`config.mk`:
```
export PLATFORM = sky130hd
export DESIGN_NAME = ex_mem
export DESIGN_NICKNAME = d
export VERILOG_FILES = /design/src/rtl/ex_mem.sv
export SDC_FILE = /design/constraint.sdc
export NUM_CORES = 1
export LEC_CHECK = 0
export CORE_ASPECT_RATIO = 0.6
export CORE_MARGIN = 10
export CORE_UTILIZATION = 37
export CTS_BUF_LIST = sky130_fd_sc_hd__clkbuf_2 sky130_fd_sc_hd__clkbuf_4 sky130_fd_sc_hd__clkbuf_8
export CTS_CLUSTER_SIZE = 40
export DETAILED_ROUTE_END_ITERATION = 16
export PLACE_DENSITY = 0.78
export SLEW_MARGIN = 25
export SYNTH_ARGS = -nofsm -noshare
export SYNTH_HDL_FRONTEND = slang
export SYNTH_SLANG_ARGS = --single-unit
```
`constraint.sdc`:
```
create_clock -name clk -period 0.8 [get_ports clk]
set_input_delay 0.12 -clock clk [delete_from_list [all_inputs] [get_ports clk]]
set_output_delay 0.12 -clock clk [all_outputs]
set_load 0.05 [all_outputs]
```
`src/rtl/ex_mem.sv`:
```
// EX/MEM pipeline register of the 5-stage MIPS-style CPU.
// Captures the execute-stage control bits, ALU zero flag, ALU result, store data
// and destination register, and presents them to the memory stage one cycle later.
// Every output is a flop, so there is no combinational path from input to output.
// At each edge a flush loads a bubble, a stall holds, and otherwise the inputs are captured.
// Optional feature: define EX_MEM_BRTARGET_EN to also pipeline a branch target
// (branchTargetIn -> branchTarget) with the same reset, flush and stall rules.
module ex_mem #(
    parameter int DATA_W = 32,
    parameter int REG_W  = 5
) (
    input  logic              clk,
    input  logic              startin,
    input  logic              stall,
    input  logic              flush,
    input  logic              jumpIn,
    input  logic              branchIn,
    input  logic              memreadIn,
    input  logic              memtoregIn,
    input  logic              memwriteIn,
    input  logic              regwriteIn,
    input  logic              zeroIn,
    input  logic [DATA_W-1:0] aluResultIn,
    input  logic [REG_W-1:0]  regDstMuxIn,
    input  logic [DATA_W-1:0] read2In,
`ifdef EX_MEM_BRTARGET_EN
    input  logic [DATA_W-1:0] branchTargetIn,
    output logic [DATA_W-1:0] branchTarget,
`endif
    output logic              jump,
    output logic              branch,
    output logic              memread,
    output logic              memtoreg,
    output logic              memwrite,
    output logic              regwrite,
    output logic              zero,
    output logic [DATA_W-1:0] aluResult,
    output logic [REG_W-1:0]  regDstMux,
    output logic [DATA_W-1:0] read2
);

    // Group the six control bits so that reset, flush and capture handle them as one field.
    typedef struct packed {
        logic jump;
        logic branch;
        logic memread;
        logic memtoreg;
        logic memwrite;
        logic regwrite;
    } ctrl_t;

    ctrl_t ctrl_in;
    ctrl_t ctrl_q;

    // Pack the incoming control bits into the struct.
    always_comb begin
        ctrl_in          = '0;
        ctrl_in.jump     = jumpIn;
        ctrl_in.branch   = branchIn;
        ctrl_in.memread  = memreadIn;
        ctrl_in.memtoreg = memtoregIn;
        ctrl_in.memwrite = memwriteIn;
        ctrl_in.regwrite = regwriteIn;
    end

    // Pipeline register. Reset clears it asynchronously, a flush wins over a stall,
    // a stall holds the value, and otherwise the EX-stage values are captured.
    always_ff @(posedge clk or negedge startin) begin
        if (!startin) begin
            ctrl_q       <= '0;
            zero         <= 1'b0;
            aluResult    <= '0;
            regDstMux    <= '0;
            read2        <= '0;
`ifdef EX_MEM_BRTARGET_EN
            branchTarget <= '0;
`endif
        end else if (flush) begin
            ctrl_q       <= '0;
            zero         <= 1'b0;
            aluResult    <= '0;
            regDstMux    <= '0;
            read2        <= '0;
`ifdef EX_MEM_BRTARGET_EN
            branchTarget <= '0;
`endif
        end else if (!stall) begin
            ctrl_q       <= ctrl_in;
            zero         <= zeroIn;
            aluResult    <= aluResultIn;
            regDstMux    <= regDstMuxIn;
            read2        <= read2In;
`ifdef EX_MEM_BRTARGET_EN
            branchTarget <= branchTargetIn;
`endif
        end
    end

    // Drive the registered control bits out to the MEM stage.
    always_comb begin
        jump     = ctrl_q.jump;
        branch   = ctrl_q.branch;
        memread  = ctrl_q.memread;
        memtoreg = ctrl_q.memtoreg;
        memwrite = ctrl_q.memwrite;
        regwrite = ctrl_q.regwrite;
    end

endmodule

```
==> results of run 1 <==
kinds of logic (layout without fill, tap and decap cells):
group                  count (synthesis)  count (layout)  synth area share
AND/OR/NAND/NOR                       76              76            0.0917
flip-flops                            76              76             0.612
multiplexers                          76              76             0.245
buffers and inverters                 17             189            0.0519
how the worst min path moves through the flow:
stage,start,endpoint,depth (start not counted)
3_3_place_gp,startin,aluResult[17]$_DFFE_PN0P_,2
4_1_cts,stall,read2[17]$_DFFE_PN0P_,3
3_5_place_dp,startin,aluResult[20]$_DFFE_PN0P_,2
2_1_floorplan,startin,aluResult[0]$_DFFE_PN0P_,0
6_report,stall,read2[17]$_DFFE_PN0P_,3
5_1_grt,stall,read2[17]$_DFFE_PN0P_,3
per-stage QoR:
| stage | setup WS [ns] | cells | hold slack [ns] | instance area [um^2] | util |
|---|---|---|---|---|---|
| floorplan | -0.0298 | 245 | -0.176 | 3210 | - |
| global placement | -0.0952 | 500 | 0.111 | 5650 | 0.703 |
| detailed placement | -0.165 | 500 | 0.121 | 5650 | 0.703 |
| CTS | -0.303 | 524 | 0.137 | 5970 | 0.742 |
| global route | -0.305 | 525 | 0.143 | 6000 | 0.747 |
| finish | -0.275 | 525 | 0.146 | 6000 | 0.747 |
power by group through the flow:
stage               clock network [uW]  logic, uW  registers (uW)
finish                            3640       2860            4340
CTS                               3770       2880            4340
detailed placement                   0       2830            4420
global route                      3900       3000            4370
floorplan                            0        514            5060
global placement                     0       2790            4410
per-layer routing:
layer / GRT usage / wire (um)
met5: 0 / 0
met4: 0.0446 / 94
met3: 0.0926 / 1180
met2: 0.227 / 4620
met1: 0.189 / 4150
flip-flops by register name (all words and copies together) (netlist names):
| name | flops |
|---|---|
| branch | 1 |
| jump | 1 |
| memtoreg | 1 |
| memwrite | 1 |
| aluResult | 32 |
| memread | 1 |
| regDstMux | 5 |
| read2 | 32 |
| regwrite | 1 |
| zero | 1 |
worst reg2reg max path, cell delays in order, from the launching register on:
cell,delay [ns]
dfrtp_2,0.44
buf_6,0.12
mux2i_1,0.15
nor2_1,0.07
cell type report:
type	count	share of cell area
timing repair buffer	173	0.428
clock buffer	12	0.0265
sequential	76	0.333
multi-input combinational	152	0.175
clock inverter	4	0.0158
tap	108	0.0225
timing repair:
item	in CTS	in global routing
buffers inserted	7	2
gates resized for setup	1	8
pin swaps	1	9
setup endpoints to repair	76	95
hold endpoints to repair	76	0
gates cloned	0	0
hold buffers	1	0
cell usage after synthesis:
master	number	area [um^2]
clkbuf_1	7	26.3
buf_4	4	30.0
buf_12	5	100
buf_2	1	5.00
nor2_1	76	285
mux2i_1	76	761
dfrtp_1	76	1900
cells in the final DEF (no fill, tap or decap), drive strengths merged:
cell type       n
dlygate4sd3     1
bufinv          3
clkinv          1
nor2           76
clkbuf         12
dfrtp          76
clkdlybuf4s50  76
mux2i          76
buf            96
==> summary.md, run 1 <==
| Metric | Value |
|---|---|
| Worst setup SP type | flop |
| Worst slew pin tran | 0.229 ns |
| TNS Setup | -19.58 ns |
| Top delay family on crit path | flip-flops |
| Maximum clock rate | 0.930 GHz |
| Crit path buf inv count | 1 |
| Vias in the first global route | 2736 |
| Max_slew headroom | 0.847 |
| GP Congestion | 0.777 |
| Register-to-register setup slack | -0.08 ns |
| Critical Path Stages | 1 |
| Wire length per cell | 19.1 um |
| Final Max Slew Viols | 0 |
| Worst Reg-to-Reg Cells | 3 |
| ANT cells | 0 |
| Gate power share | 0.264 |
| DRT iter0 DRCs | 114 |
| H-tree Lvls | 3 |
| Seq. cell area | 2000 um^2 |
| Register area share after synthesis | 0.612 |
| Fillers | slightly above 500 |
| Critical path's largest stage delay | ~0.44 ns |
| Congestion Overflow GR | 0 |
| Failing checks | negative setup slack |
| Die span in y | ~91 um |
| Worst setup path end | branch |
| Detail Placement HPWL | between 7000 and 8000 um |
| Worst-Skew Late Latency | 0.34 ns |
| Netlist cell types | 7 |
| Clk slew on worst S/H paths | 0.08 ns |
| Post-Route WL | about 10000 um |
| CP arrival | 0.95 ns |
| Status | finished, violations left |
| Syn_area_per_cell | 12.7 um^2 |
| Multi-input gate area | around 1000 um^2 |
| DRT Pass-1 Iters | 4 |
| Clock power share | 0.336 |
| CTS tree | built |
| Post-route clock period utilization | 1.34 |
| Pwr Total | around 11000 uW |
| Die Width | approximately 140 um |
| Post-synthesis cell count | 245 |
| Flop pwr share | 0.400 |
| Syn-to-layout area delta | 93.0% |
| Peak supply drop | 1.11 mV |
| Final Hold Vio Count | 0 |
| Share of layout cells above drive strength 1 | 0.453 |
| First-pass GRT wire length | 15600 um |
| Total Nets Final | 492 |
| Final WS setup | -0.275 ns |
| DIE AREA | 12600 um^2 |
| Hold WC Path Type | in2reg |
| RSZ-0062 raised after global routing | yes |
| Clock sinks | 76 |
| Worst reg2reg path startpoint | read2[19]$_DFFE_PN0P_ |
| Static Leak | 0.00271 uW |
| Crit Reg-Reg Endpoint | read2[19]$_DFFE_PN0P_ |
| Setup CP Type | reg2out |
| IO Count | 156 |
| Setup crit end kind | primary output |
| Final antenna-violating net count | 0 |
| Worst setup path start | branch$_DFFE_PN0P_ |
| Synth Register Bits | 76 |
| Slowest-stage cell, CP | dfrtp_2 |
| CP max FO | 2 |
| Core Footprint | 8040 um^2 |
| Port buffer count | roughly 160 |
| Synth warnings | 0 |
| Final Setup Violations | 84 |
| DRC | 0 |
| Clock root cell | clkbuf_8 |
| Largest net degree at the start of global routing | 41 |
| Routed vias | 2497 |
| Fin Clk Skew | 0 ns |
| CP required | between 0.6 and 0.7 ns |
| P_sw | just under 3000 uW |
| Max cap viols | 0 |
| Clock Tree Buf Depth | 2 |
| CTS Buf Count | 9 |
| FP Rows | 25 |
| Final worst path period need | between 1 and 1.5 ns |
| Initial antenna violation count | 0 |
| Cell Int Power | 7870 uW |
| Power Dens Cells | about 1800 nW/um^2 |
| Net Count, Synth | 325 |
| CP Cell Sequence | buf_12 |
| Switch share | 0.275 |
| Total track usage | 0.155 |
| Initial Util | 0.387 |
| Mapped Area | roughly 3100 um^2 |
| Detailed-route vias per instance | between 4 and 5 |
Note: power is estimated with default switching activity, not from simulation.
==> run 2, diff against run 1 <==
--- a/config.mk
+++ b/config.mk
@@ -11,2 +11,3 @@
 export CTS_BUF_LIST = sky130_fd_sc_hd__clkbuf_2 sky130_fd_sc_hd__clkbuf_4 sky130_fd_sc_hd__clkbuf_8
+export CTS_CLUSTER_DIAMETER = 50
 export CTS_CLUSTER_SIZE = 40
@@ -18 +19,2 @@
 export SYNTH_SLANG_ARGS = --single-unit
+export TNS_END_PERCENT = 10
--- a/constraint.sdc
+++ b/constraint.sdc
@@ -3,2 +3,2 @@
 set_output_delay 0.12 -clock clk [all_outputs]
-set_load 0.05 [all_outputs]
+set_load 0.02 [all_outputs]
==> summary.md, run 2 (synthesis results as in run 1) <==
| Metric | Value |
|---|---|
| Setup crit end kind | primary output |
| Clk slew on worst S/H paths | around 0.07 ns |
| Dpl cell area | 4810 um^2 |
| Die Width | 138 um |
| Maximum clock rate | 0.989 GHz |
| Detail Placement HPWL | 7040 um |
| Vias in the first global route | 2675 |
| Post-route clock period utilization | 1.26 |
| GP Congestion | 0.766 |
| TNS Setup | -15.37 ns |
| Setup CP Type | reg2out |
| Clock sinks | 76 |
| Largest net degree at the start of global routing | 39 |
| ANT cells | 0 |
| Critical path's largest stage delay | 0.39 ns |
| Routed vias | between 2000 and 2500 |
| Syn-to-layout area delta | 60.4% |
| DIE AREA | about 13000 um^2 |
| Failing checks | negative setup slack |
| Crit path buf inv count | 1 |
| Status | finished, violations left |
| Peak supply drop | 1.14 mV |
| Final Max Slew Viols | 0 |
| CP arrival | 0.89 ns |
| Register-to-register setup slack | -0.15 ns |
| Final Core Density | 0.620 |
| Initial antenna violation count | 0 |
| Post-Route WL | 9420 um |
| FP Rows | 25 |
| Hold WC Path Type | in2async |
| CP required | 0.68 ns |
| Seq. cell area | around 1900 um^2 |
| Total Nets Final | 499 |
| Congestion Overflow GR | 0 |
| Final Setup Violations | 86 |
| Top delay family on crit path | flip-flops |
| Final antenna-violating net count | 0 |
| Design Area, Final | 4990 um^2 |
| Clock root cell | clkbuf_8 |
| Worst-Skew Late Latency | approximately 0.34 ns |
| RSZ-0062 raised after global routing | yes |
| Worst setup SP type | flop |
| Final Hold Vio Count | 0 |
| Detailed-route vias per instance | 4.61 |
| Clock Tree Buf Depth | 2 |
| Multi-input gate area | ~1000 um^2 |
| Static Leak | roughly 0.0026 uW |
| Port buffer count | 155 |
| Top flop regs | aluResult (32), read2 (32), regDstMux (5) |
| CTS Buf Count | 9 |
| Share of layout cells above drive strength 1 | 0.281 |
| Final worst path period need | between 1 and 1.5 ns |
| CP Cell Sequence | buf_2 |
| Final WS setup | -0.211 ns |
| DRT Pass-1 Iters | 4 |
| First-pass GRT wire length | 14900 um |
| Initial Util | 0.387 |
| IO Count | about 160 |
| CP max FO | 2 |
| H-tree Lvls | 3 |
| Fillers | between 600 and 700 |
| Total track usage | 0.148 |
| Max cap viols | 0 |
| Slowest-stage cell, CP | dfrtp_1 |
| DRC | 0 |
| Worst slew pin tran | 0.173 ns |
| Pre-CTS setup slack | -0.289 ns |
| Wire length per cell | around 18 um |
| Die span in y | 91.0 um |
| DRT iter0 DRCs | 95 |
| Core Footprint | 8040 um^2 |
| Fin Clk Skew | 0 ns |
| Commonest cells after routing, fill and taps aside | nor2_1, dfrtp_1, clkdlybuf4s50_1 |
| Fin Hold WS | 0.131 ns |
| Max_slew headroom | 0.881 |
| CTS tree | built |
| Power Dens Cells | 1710 nW/um^2 |
==> run 2: changes by cell type in the layout (fill, tap and decap cells not counted) <==
cell	change
bufinv_16	-3
clkinv_2	+2
dfrtp_2	-76
buf_6	+41
clkbuf_8	-2
clkbuf_4	+2
dfrtp_1	+76
buf_4	+15
buf_2	+28
buf_12	-77
==> run 2: worst paths after layout <==
path | from | endpoint | cells past startpoint
min in group clk | flush | read2[0]$_DFFE_PN0P_ | 3
min | startin | read2[16]$_DFFE_PN0P_ | 2
max | read2[21]$_DFFE_PN0P_ | read2[21] | 1
min reg2reg | aluResult[5]$_DFFE_PN0P_ | aluResult[5]$_DFFE_PN0P_ | 2
max reg2reg | read2[3]$_DFFE_PN0P_ | read2[3]$_DFFE_PN0P_ | 4
max in group asynchronous | startin | aluResult[31]$_DFFE_PN0P_ | 3
==> run 2: per-layer routing <==
metal	GRT usage	vias up	part of all wire	wire, um
met1	0.175	1184	0.42	3990
met2	0.224	110	0.44	4170
met3	0.0868	5	0.13	1210
li1	-	1147	-	-
met5	0	-	0	0
met4	0.0393	0	0.0051	48
==> run 2: what timing repair did <==
| item | in CTS | in global routing |
|---|---|---|
| pin swaps | 0 | 1 |
| setup buffers | 4 | 7 |
| endpoints found under the hold margin | 76 | 0 |
| endpoints found under the setup margin | 77 | 82 |
| cloned | 0 | 0 |
| hold buffers | 1 | 0 |
| resized for setup | 358 | 43 |
==> run 2: where the power goes <==
group / total, uW / switching [uW] / internal (uW)
clock network: 2530 / 1330 / 1200
logic: 1830 / 845 / 986
registers: 4190 / 139 / 4060
total: 8550 / 2310 / 6240
==> run 2: layout make-up <==
cell class	count	area share
repair buffers	180	0.349
clock inverters	3	0.00301
well taps	108	0.0271
clock buffers	12	0.0294
multi-input cells	152	0.210
flip-flops and latches	76	0.381
==> run 2: through the flow <==
stage	cells	total power (uW)
5_1_grt	531	9000
3_5_place_dp	504	6100
6_report	531	8550
4_1_cts	524	8600
3_3_place_gp	504	6050
2_1_floorplan	245	5030
